$ cat src/rtl/scanner_receiver_pkg.sv
// scanner_receiver_pkg: state encodings and word width shared with the scanner transmitter
package scanner_receiver_pkg;
  localparam int DEF_DATA_WIDTH = 4;
  localparam logic [1:0] ST_IDLE  = 2'b00;
  localparam logic [1:0] ST_RECV  = 2'b01;
  localparam logic [1:0] ST_FULL  = 2'b10;
  localparam logic [1:0] ST_FLUSH = 2'b11;
endpackage

$ cat src/rtl/scanner_receiver_sync_edge_detect.sv
// sync_edge_detect: 2-flop synchroniser for a bus of slow async lines, rising-edge strobe on bit 0
// ports: clk, rst (async high) | din: raw lines | dout: synchronised lines | rise: 1-clk pulse on din[0] rising
module sync_edge_detect #(
  parameter int W = 2
) (
  input  logic         clk,
  input  logic         rst,
  input  logic [W-1:0] din,
  output logic [W-1:0] dout,
  output logic         rise
);
  logic [W-1:0] meta_q, sync_q;
  logic         last_q;
  always_ff @(posedge clk or posedge rst)
    if (rst) begin
      meta_q <= '0;
      sync_q <= '0;
      last_q <= 1'b0;
    end else begin
      meta_q <= din;
      sync_q <= meta_q;
      last_q <= sync_q[0];
    end
  assign dout = sync_q;
  assign rise = sync_q[0] & ~last_q;
endmodule

$ cat src/rtl/scanner_receiver.sv
// scanner_receiver: deserialises the scanner link into DATA_WIDTH words with a ready/consume handshake
// ports: clk, rst (async high) | serialClkIn, serialDataIn: link from transmitter | consume: word taken
//        readyForTransferOut: transmitter may send | dataWord, dataValid: delivered word
//        frameError: timeout abort pulse | ps, bitCount: debug
module scanner_receiver
  import scanner_receiver_pkg::*;
#(
  parameter int DATA_WIDTH = DEF_DATA_WIDTH,
  parameter int TIMEOUT    = 64,
  parameter int CNT_W      = 3
) (
  input  logic                  clk,
  input  logic                  rst,
  input  logic                  serialClkIn,
  input  logic                  serialDataIn,
  input  logic                  consume,
  output logic                  readyForTransferOut,
  output logic [DATA_WIDTH-1:0] dataWord,
  output logic                  dataValid,
  output logic                  frameError,
  output logic [1:0]            ps,
  output logic [CNT_W-1:0]      bitCount
);
  localparam int TMO_W = $clog2(TIMEOUT);
  localparam logic [TMO_W-1:0] TMO_MAX = TMO_W'(TIMEOUT - 1);
  logic [1:0] ser_sync;
  logic strobe;
  logic [1:0] ps_d, ps_q;
  logic [CNT_W-1:0] bit_cnt_d, bit_cnt_q, bit_inc;
  logic [DATA_WIDTH-1:0] shift_d, shift_q, shift_in, word_d, word_q;
  logic valid_d, valid_q, ferr_d, ferr_q, rdy_d, rdy_q;
  logic [TMO_W-1:0] tmo_d, tmo_q;
  // data rides alongside the clock through the same synchroniser so both arrive aligned
  sync_edge_detect #(.W(2)) u_sync (
    .clk  (clk),
    .rst  (rst),
    .din  ({serialDataIn, serialClkIn}),
    .dout (ser_sync),
    .rise (strobe)
  );
  assign shift_in = {shift_q[DATA_WIDTH-2:0], ser_sync[1]};
  assign bit_inc  = bit_cnt_q + CNT_W'(1);
  always_comb begin
    ps_d      = ps_q;
    bit_cnt_d = bit_cnt_q;
    shift_d   = shift_q;
    word_d    = word_q;
    valid_d   = valid_q;
    ferr_d    = 1'b0;
    tmo_d     = '0;
    case (ps_q)
      ST_IDLE:
        if (strobe) begin
          shift_d   = shift_in;
          bit_cnt_d = bit_inc;
          ps_d      = ST_RECV;
        end
      ST_RECV:
        if (strobe && bit_inc == CNT_W'(DATA_WIDTH)) begin
          word_d    = shift_in;
          valid_d   = 1'b1;
          bit_cnt_d = '0;
          shift_d   = '0;
          ps_d      = ST_FULL;
        end else if (strobe) begin
          shift_d   = shift_in;
          bit_cnt_d = bit_inc;
        end else if (tmo_q == TMO_MAX) begin
          ferr_d    = 1'b1;
          bit_cnt_d = '0;
          shift_d   = '0;
          ps_d      = ST_IDLE;
        end else tmo_d = tmo_q + TMO_W'(1);
      ST_FULL:
        if (consume) begin
          valid_d = 1'b0;
          ps_d    = ST_FLUSH;
        end
      default: ps_d = ST_IDLE;
    endcase
    // registered from next state so ready tracks ps exactly and is low out of reset
    rdy_d = ~ps_d[1];
  end
  always_ff @(posedge clk or posedge rst)
    if (rst) begin
      ps_q      <= ST_IDLE;
      bit_cnt_q <= '0;
      shift_q   <= '0;
      word_q    <= '0;
      valid_q   <= 1'b0;
      ferr_q    <= 1'b0;
      rdy_q     <= 1'b0;
      tmo_q     <= '0;
    end else begin
      ps_q      <= ps_d;
      bit_cnt_q <= bit_cnt_d;
      shift_q   <= shift_d;
      word_q    <= word_d;
      valid_q   <= valid_d;
      ferr_q    <= ferr_d;
      rdy_q     <= rdy_d;
      tmo_q     <= tmo_d;
    end
  assign readyForTransferOut = rdy_q;
  assign dataWord            = word_q;
  assign dataValid           = valid_q;
  assign frameError          = ferr_q;
  assign ps                  = ps_q;
  assign bitCount            = bit_cnt_q;
endmodule

$ cat config.mk
export PLATFORM = sky130hd
export DESIGN_NAME = scanner_receiver
export DESIGN_NICKNAME = d
export VERILOG_FILES = /design/src/rtl/scanner_receiver_pkg.sv /design/src/rtl/scanner_receiver_sync_edge_detect.sv /design/src/rtl/scanner_receiver.sv
export SDC_FILE = /design/constraint.sdc
export NUM_CORES = 1
export LEC_CHECK = 0
export ABC_AREA = 1
export BUFFER_PORTS_ARGS = -buffer_cell sky130_fd_sc_hd__buf_2
export CORE_MARGIN = 3
export CORE_UTILIZATION = 58
export CTS_CLUSTER_DIAMETER = 30
export DETAILED_ROUTE_END_ITERATION = 8
export PLACE_DENSITY = 0.89
export SKIP_CTS_REPAIR_TIMING = 1
export SYNTH_ARGS = -nofsm -noshare
export SYNTH_HDL_FRONTEND = slang
export SYNTH_HIERARCHICAL = 1
export SYNTH_SLANG_ARGS = --single-unit
$ cat constraint.sdc
create_clock -name clk -period 3 [get_ports clk]
set_clock_uncertainty 0.05 [all_clocks]
set_input_delay 0.15 -clock clk [delete_from_list [all_inputs] [get_ports clk]]
set_output_delay 0.15 -clock clk [all_outputs]
set_load 0.05 [all_outputs]
==> impl_results.md, run 1 <==
* DRT Pass-1 Iters at 4
* Setup TNS Final at 0 ns
* Seq cells post-synth at 26
* DP Wirelength at 1555 um
* Cell variety after synth at 17
* Hold Path Depth at 3
* Worst flop-to-flop path endpoint: shift_q[1]$_DFFE_PP0P_
* Critical path class: reg2reg
* Fin Hold WS at 0.07805 ns
* Fin. Hold Viols at 0
* DRC Markers at 0
* CP required at between 3 and 4 ns
* First-pass GRT wire length at ~3700 um
* Min-Delay Endpoint: ps[0]$_DFFE_PP0P_
* Final Util at 0.7425
* Synth Net Count at 132
* Reg2reg start: bitCount[0]$_DFFE_PP0P_
* Synthesis warning total at 6
* Vias in the first global route at 858
* Logic pwr share at 0.391
* Overall power at 1.177 mW
* Routed Antenna Nets at 0
* Fmax at approximately 680 MHz
* Clock transition at path regs at ~0.14 ns
* Tightest Pin Transition at around 0.77 ns
* Initial antenna violation count at 0
* Worst setup margin at roughly 1.5 ns
* Worst Path Max Fanout at 5
* Switching Fraction at 0.4235
* Final Cell Area at between 0.001 and 0.0015 mm^2
* Placer congestion estimate at 0.8472
* Tcrit/Tclk final at 0.4924
* Total Nets Final at approximately 160
* Sequential power share at 0.410
* Clock Latency Late Sink at 0.32 ns
* Largest net degree at the start of global routing at 22
* CTS Sinks at 26
* CP arrival at about 1.7 ns
* RSZ-0062 raised after global routing: false
* CP cell instances: ha_1 > ha_1 > nor2_1 > nor2_2 > nor2_1 > nand2_1 > nand2_1
* Pint at between 600 and 700 uW
* CP max stage delay at 0.44 ns
* Startpoint types: flip-flop
* Vias at 863
* Port buffer count at 16
* Maxcap violations at 0
* Place WS at 1.595 ns
* Final setup vio count at 0
* Antenna Diode Count at 0
* Crit path time final at around 1.5 ns
* 1st-iter DRT viols at 33
* Critical path endpoint category: flip-flop
* Total Routing Usage GR at 0.1918
* Vias per cell at ~5
* Post-Layout Cell Count at approximately 170
* Avg Inst Size Synth at 9.112 um^2
* Reg2reg path depth at 7
* CTS max path bufs at 2
* CTS tree: done
* Root Buffer: clkbuf_4
* Total CTS buffers at 3
* Area grow syn2layout at 17.16%
* VDD IR-drop max at 0.5529 mV
* Die area at between 0.002 and 0.003 mm^2
* Area post-placement at 0.001241 mm^2
* Clk network pwr share at 0.200
* Row count at 15
* Worst R2R Setup Slack at roughly 1.5 ns
* Detailed Route WL at ~2100 um
* Htree depth at 1
* Crit-path slowest cell: dfrtp_1
* Placed insts at 165
* CORE AREA at approximately 0.0018 mm^2
* Critical hold path startpoint: consume
* Post-synthesis sequential area ratio at 0.5759
* Die H at approximately 50 um
* Mapped Area at about 0.0011 mm^2
* Power Density at 889.3 mW/mm^2
* Status: finished clean
* GRT overflow at 0
* Rel. slew slack at 0.4831
* Initial core utilization at 0.6337
* Fillers at around 130
* I/O pin count at 17
* Share of post-route cells with drive strength above 1 at 0.2041
* Hold WC Path Type: in2reg
* Wire per inst at roughly 12 um
* Chip width at 50.14 um
* Mapped Cells at about 120
* Switching power at about 500 uW
* LEAKAGE at between 0.6 and 0.7 nW
* Pins Over Slew Limit at 0
-- cells in the mapped netlist --
master	instances	area share
a21oi_1	1	0.0044
nand2_4	1	0.010
dfrtp_1	26	0.58
nand3_4	1	0.016
nand3_1	10	0.044
ha_1	3	0.033
nand3_2	1	0.0089
nand2_1	33	0.11
inv_1	17	0.056
nor2_2	3	0.017
nor3_2	1	0.0089
nor2_1	18	0.060
xor2_1	1	0.0078
nand2_2	1	0.0055
nor2_4	2	0.020
o21ai_1	4	0.018
nand4_1	1	0.0055
-- layout make-up --
cell class,count,area (um^2),area share
multi-input cells,81,415.4,0.3138
flip-flops and latches,26,650.6,0.4915
repair buffers,19,110.1,0.08318
inverters,17,63.81,0.04820
clock inverters,1,30.03,0.02268
well taps,25,31.28,0.02363
clock buffers,3,22.52,0.01701
-- worst max-delay path: cells and delay by family (launching register included) --
| family | cells | cell delay, ns |
|---|---|---|
| adders and majority gates | 2 | 0.43 |
| DFF | 1 | 0.44 |
| and+or+nand+nor | 5 | 0.50 |
-- cells in the final DEF, fill, tap and decap left out --
cell type      netlist  final
xor2_1               1      1
a21oi_1              1      1
nand3_2              1      1
nor3_2               1      1
inv_1               17     17
dfrtp_1             26     26
buf_2                0     16
dlygate4sd3_1        0      3
nand4_1              1      1
bufinv_16            0      1
nor2_4               2      2
nand2_2              1      1
nand3_4              1      1
nor2_2               3      3
o21ai_1              4      4
clkbuf_4             0      3
nand2_1             33     33
nand3_1             10     10
nor2_1              18     18
ha_1                 3      3
nand2_4              1      1
-- routing by layer --
metal / wire length, um / track usage / up-vias
li1: - / - / 427
met1: 893 / 0.2323 / 402
met2: 1056 / 0.3304 / 26
met3: 95 / 0.03561 / 8
met4: 44 / 0.08295 / 0
met5: 0 / 0 / -
-- registers in the layout, indices dropped and copies added, names as in the netlist --
| name | flops |
|---|---|
| u_sync/last_q | 1 |
| u_sync/dout | 2 |
| tmo_q | 6 |
| dataWord | 4 |
| u_sync/meta_q | 2 |
| dataValid | 1 |
| readyForTransferOut | 1 |
| frameError | 1 |
| ps | 2 |
| bitCount | 3 |
| shift_q | 3 |
-- how the worst max path moves through the flow --
stage                       startpoint                       to  cells after the start
2_1_floorplan  bitCount[0]$_DFFE_PP0P_  bitCount[1]$_DFFE_PP0P_                      7
3_3_place_gp   bitCount[0]$_DFFE_PP0P_  bitCount[2]$_DFFE_PP0P_                      7
3_5_place_dp   bitCount[0]$_DFFE_PP0P_   shift_q[1]$_DFFE_PP0P_                      7
4_1_cts        bitCount[0]$_DFFE_PP0P_   shift_q[1]$_DFFE_PP0P_                      7
5_1_grt        bitCount[0]$_DFFE_PP0P_  bitCount[1]$_DFFE_PP0P_                      7
6_report       bitCount[0]$_DFFE_PP0P_   shift_q[1]$_DFFE_PP0P_                      7
-- power by group through the flow --
stage	Clock [mW]	Sequential [mW]	Combinational, mW
after floorplan	0	0.651	0.186
after global placement	0	0.484	0.444
after global routing	0.254	0.489	0.504
after CTS	0.239	0.481	0.459
after detailed placement	0	0.488	0.457
final	0.235	0.482	0.460
-- kinds of logic after synthesis --
family	after synthesis	share of synthesized area
AOI/OAI and AO/OA	5	0.02214
DFF	26	0.5759
buffers and inverters	17	0.05648
xor gates and xnor gates	1	0.007753
and+or+nand+nor	72	0.3045
adders and majority gates	3	0.03323
Note: power is estimated with default switching activity, not from simulation.
==> inputs of run 2 (changes only) <==
--- a/config.mk
+++ b/config.mk
@@ -8,10 +8,10 @@
 export ABC_AREA = 1
 export BUFFER_PORTS_ARGS = -buffer_cell sky130_fd_sc_hd__buf_2
 export CORE_MARGIN = 3
-export CORE_UTILIZATION = 58
+export CORE_UTILIZATION = 54
 export CTS_CLUSTER_DIAMETER = 30
 export DETAILED_ROUTE_END_ITERATION = 8
-export PLACE_DENSITY = 0.89
+export PLACE_DENSITY = 0.84
 export SKIP_CTS_REPAIR_TIMING = 1
 export SYNTH_ARGS = -nofsm -noshare
 export SYNTH_HDL_FRONTEND = slang
==> constraint.sdc (replaced) <==
create_clock -name clk -period 1.5 [get_ports clk]
set_clock_uncertainty 0.05 [all_clocks]
set_input_delay 0.075 -clock clk [delete_from_list [all_inputs] [get_ports clk]]
set_output_delay 0.075 -clock clk [all_outputs]
set_load 0.05 [all_outputs]
==> run 2 against run 1 <==
Against the previous run: worst hold slack worse by 0.071 ns; critical endpoint is now bitCount[1]$_DFFE_PP0P_; non-clock buffer count is 1 higher; critical path type unchanged; design area is 0.28% lower; critical path depth stayed put; fmax is 4.8% higher; register-to-register slack worse by 1.4 ns; first-iteration DRC count is 52% lower.
==> impl_results.md, run 2 (same netlist as run 1, synthesis figures left out) <==
* DRC Markers at 0 (unchanged)
* Final Cell Area at 0.001320 mm^2 (was 0.001324 mm^2)
* Reg2reg path depth at 7 (unchanged)
* Root Buffer: clkbuf_4 (unchanged)
* Place WS at 0.09185 ns (was 1.595 ns)
* Critical path class: reg2reg (unchanged)
* Sequential power share at 0.436 (was 0.410)
* Worst path bufs/invs at 0 (unchanged)
* Vias at 838 (was 863)
* Clock transition at path regs at 0.14 ns (about the same)
* Pins Over Slew Limit at 0 (unchanged)
* Vias in the first global route at 817 (was 858)
* I/O pin count at 17 (unchanged)
* Rel. slew slack at 0.7991 (was 0.4831)
* Pint at 1.241 mW (was 678.7 uW)
* Total Routing Usage GR at 0.1759 (was 0.1918)
* RSZ-0062 raised after global routing: false (unchanged)
* 1st-iter DRT viols at 16 (was 33)
* Max reg flops at 6 (unchanged)
* CTS max path bufs at 2 (unchanged)
* GRT overflow at 0 (unchanged)
* CTS Sinks at 26 (unchanged)
* Worst setup margin at 0.09040 ns (was 1.523 ns)
* Logic pwr share at 0.410 (was 0.391)
* Setup crit end: bitCount[1]$_DFFE_PP0P_ (was shift_q[1]$_DFFE_PP0P_)
* Clk network pwr share at 0.155 (was 0.200)
* Area post-placement at 0.001251 mm^2 (was 0.001241 mm^2)
* Total Nets Final at 157 (was 156)
* Total CTS buffers at 3 (unchanged)
* Overall power at 2.224 mW (was 1.177 mW)
* Worst Path Max Fanout at 5 (unchanged)
* Detailed Route WL at 1982 um (was 2089 um)
* Row count at 15 (unchanged)
* Maxcap violations at 0 (unchanged)
* Crit path time final at 1.410 ns (was 1.477 ns)
* Port buffer count at 16 (unchanged)
* Reg2reg start: bitCount[0]$_DFFE_PP0P_ (unchanged)
* CORE AREA at 0.001839 mm^2 (was 0.001783 mm^2)
* Largest Register: tmo_q (unchanged)
* Initial antenna violation count at 0 (unchanged)
* Tcrit/Tclk final at 0.9397 (was 0.4924)
* Clock Latency Late Sink at 0.31 ns (was 0.32 ns)
* Setup TNS Final at 0 ns (unchanged)
* Worst flop-to-flop path endpoint: bitCount[1]$_DFFE_PP0P_ (was shift_q[1]$_DFFE_PP0P_)
* Power Density at 1685 mW/mm^2 (was 889.3 mW/mm^2)
* Startpoint types: flip-flop (unchanged)
* Worst path depth at 7 (unchanged)
* Tightest Pin Transition at 0.3006 ns (was 0.7744 ns)
* CP arrival at 1.61 ns (was 1.70 ns)
* Crit path max-delay family: flip-flops (was simple AND/OR/NAND/NOR gates)
* CTS tree: done (unchanged)
* Crit-path slowest cell: dfrtp_2 (was dfrtp_1)
* Commonest non-fill, non-tap cells in the layout: 33 x nand2_1, 24 x dfrtp_1, 17 x inv_1, 17 x nor2_1, 16 x buf_2 (was 33 x nand2_1, 26 x dfrtp_1, 18 x nor2_1, 17 x inv_1, 16 x buf_2)
* Fin. Hold Viols at 0 (unchanged)
* Switching Fraction at 0.4420 (was 0.4235)
* Vias per cell at 4.844 (was 5.017)
* Initial core utilization at 0.6143 (was 0.6337)
* CP max stage delay at 0.45 ns (was 0.44 ns)
* Fmax at 709.4 MHz (was 676.9 MHz)
* Final setup vio count at 0 (unchanged)
* Switching power at 983.1 uW (was 498.6 uW)
* Antenna Diode Count at 0 (unchanged)
* Routed Antenna Nets at 0 (unchanged)
* Largest net degree at the start of global routing at 22 (unchanged)
* Status: finished clean (unchanged)
* Wire per inst at 11.46 um (was 12.15 um)
* VDD IR-drop max at 1.147 mV (was 0.5529 mV)
* Critical path endpoint category: flip-flop (unchanged)
* Hold WC Path Type: in2reg (unchanged)
* DRT Pass-1 Iters at 4 (unchanged)
* Area grow syn2layout at 16.83% (was 17.16%)
* Share of post-route cells with drive strength above 1 at 0.2297 (was 0.2041)
* DP Wirelength at 1521 um (was 1555 um)
* LEAKAGE at 0.6800 nW (was 0.6850 nW)
* Worst R2R Setup Slack at 0.09 ns (was 1.52 ns)
* Die area at 0.002677 mm^2 (was 0.002514 mm^2)
* First-pass GRT wire length at 3546 um (was 3650 um)
* CP cell instances: ha_1 > ha_1 > nor2_2 > nor2_2 > nor2_1 > nand2_1 > nand2_1 (was ha_1 > ha_1 > nor2_1 > nor2_2 > nor2_1 > nand2_1 > nand2_1)
* Chip width at 51.74 um (was 50.14 um)
* CP Launch Point: bitCount[0]$_DFFE_PP0P_ (unchanged)
* Die H at 51.74 um (was 50.14 um)
* CP required at 1.70 ns (was 3.22 ns)
* Htree depth at 1 (unchanged)
* Placer congestion estimate at 0.7998 (was 0.8472)
* Commonest non-fill, non-tap cell in the layout: nand2_1 (unchanged)
==> run 2: cell types whose count changed in the layout (fill, tap and decap cells not counted) <==
cell | previous run | this run
dfrtp_1 | 26 | 24
dfrtp_2 | 0 | 2
buf_4 | 0 | 1
bufinv_16 | 1 | 0
clkbuf_8 | 0 | 1
nor2_1 | 18 | 17
nor2_2 | 3 | 4
==> run 2: worst min-delay path by stage <==
stage | start | end | slack [ns] | cells after the start
3_3_place_gp | rst | u_sync/meta_q[0]$_DFF_PP0_ | -0.07 | 2
3_5_place_dp | rst | u_sync/meta_q[0]$_DFF_PP0_ | -0.07 | 2
4_1_cts | rst | u_sync/meta_q[0]$_DFF_PP0_ | -0.41 | 2
2_1_floorplan | rst | u_sync/dout[0]$_DFF_PP0_ | -0.20 | 1
5_1_grt | consume | dataValid$_DFFE_PP0P_ | 0.06 | 4
6_report | consume | ps[0]$_DFFE_PP0P_ | 0.007 | 3
==> run 2: routing by layer <==
metal,vias to the layer above,wire [um],global-route usage
li1,428,-,-
met1,391,943,0.2367
met2,19,961,0.2924
met3,0,77,0.03438
met4,0,0,0.04367
met5,-,0,0
==> run 2: cell type report <==
class,count,area [um^2]
Fill cell,140,519.2
Multi-Input combinational cell,81,417.9
Sequential cell,26,653.1
Timing Repair Buffer,20,117.6
Inverter,17,63.81
Clock buffer,4,36.28
Tap cell,25,31.28
==> run 2: worst min-delay path, delay by kind of cell <==
kind	cells	cell delay, ns
buffers and inverters	1	0.08
AND/OR/NAND/NOR	2	0.19
==> run 2: through the flow <==
| stage | hold slack (ns) | util | cells |
|---|---|---|---|
| 2_1_floorplan | -0.1965 | - | 124 |
| 3_3_place_gp | -0.06812 | 0.6803 | 166 |
| 3_5_place_dp | -0.06572 | 0.6803 | 166 |
| 4_1_cts | -0.4144 | 0.7000 | 170 |
| 5_1_grt | 0.05511 | 0.7177 | 173 |
| 6_report | 0.006684 | 0.7177 | 173 |
==> run 2: power by group through the flow <==
stage                     Clock [mW]  Sequential, mW  Combinational, mW
after floorplan                    0            1.31              0.373
final                          0.344           0.969              0.911
after global placement             0           0.971              0.893
after detailed placement           0           0.983              0.911
after global routing           0.374           0.997               1.00
after CTS                      0.344           0.969              0.912
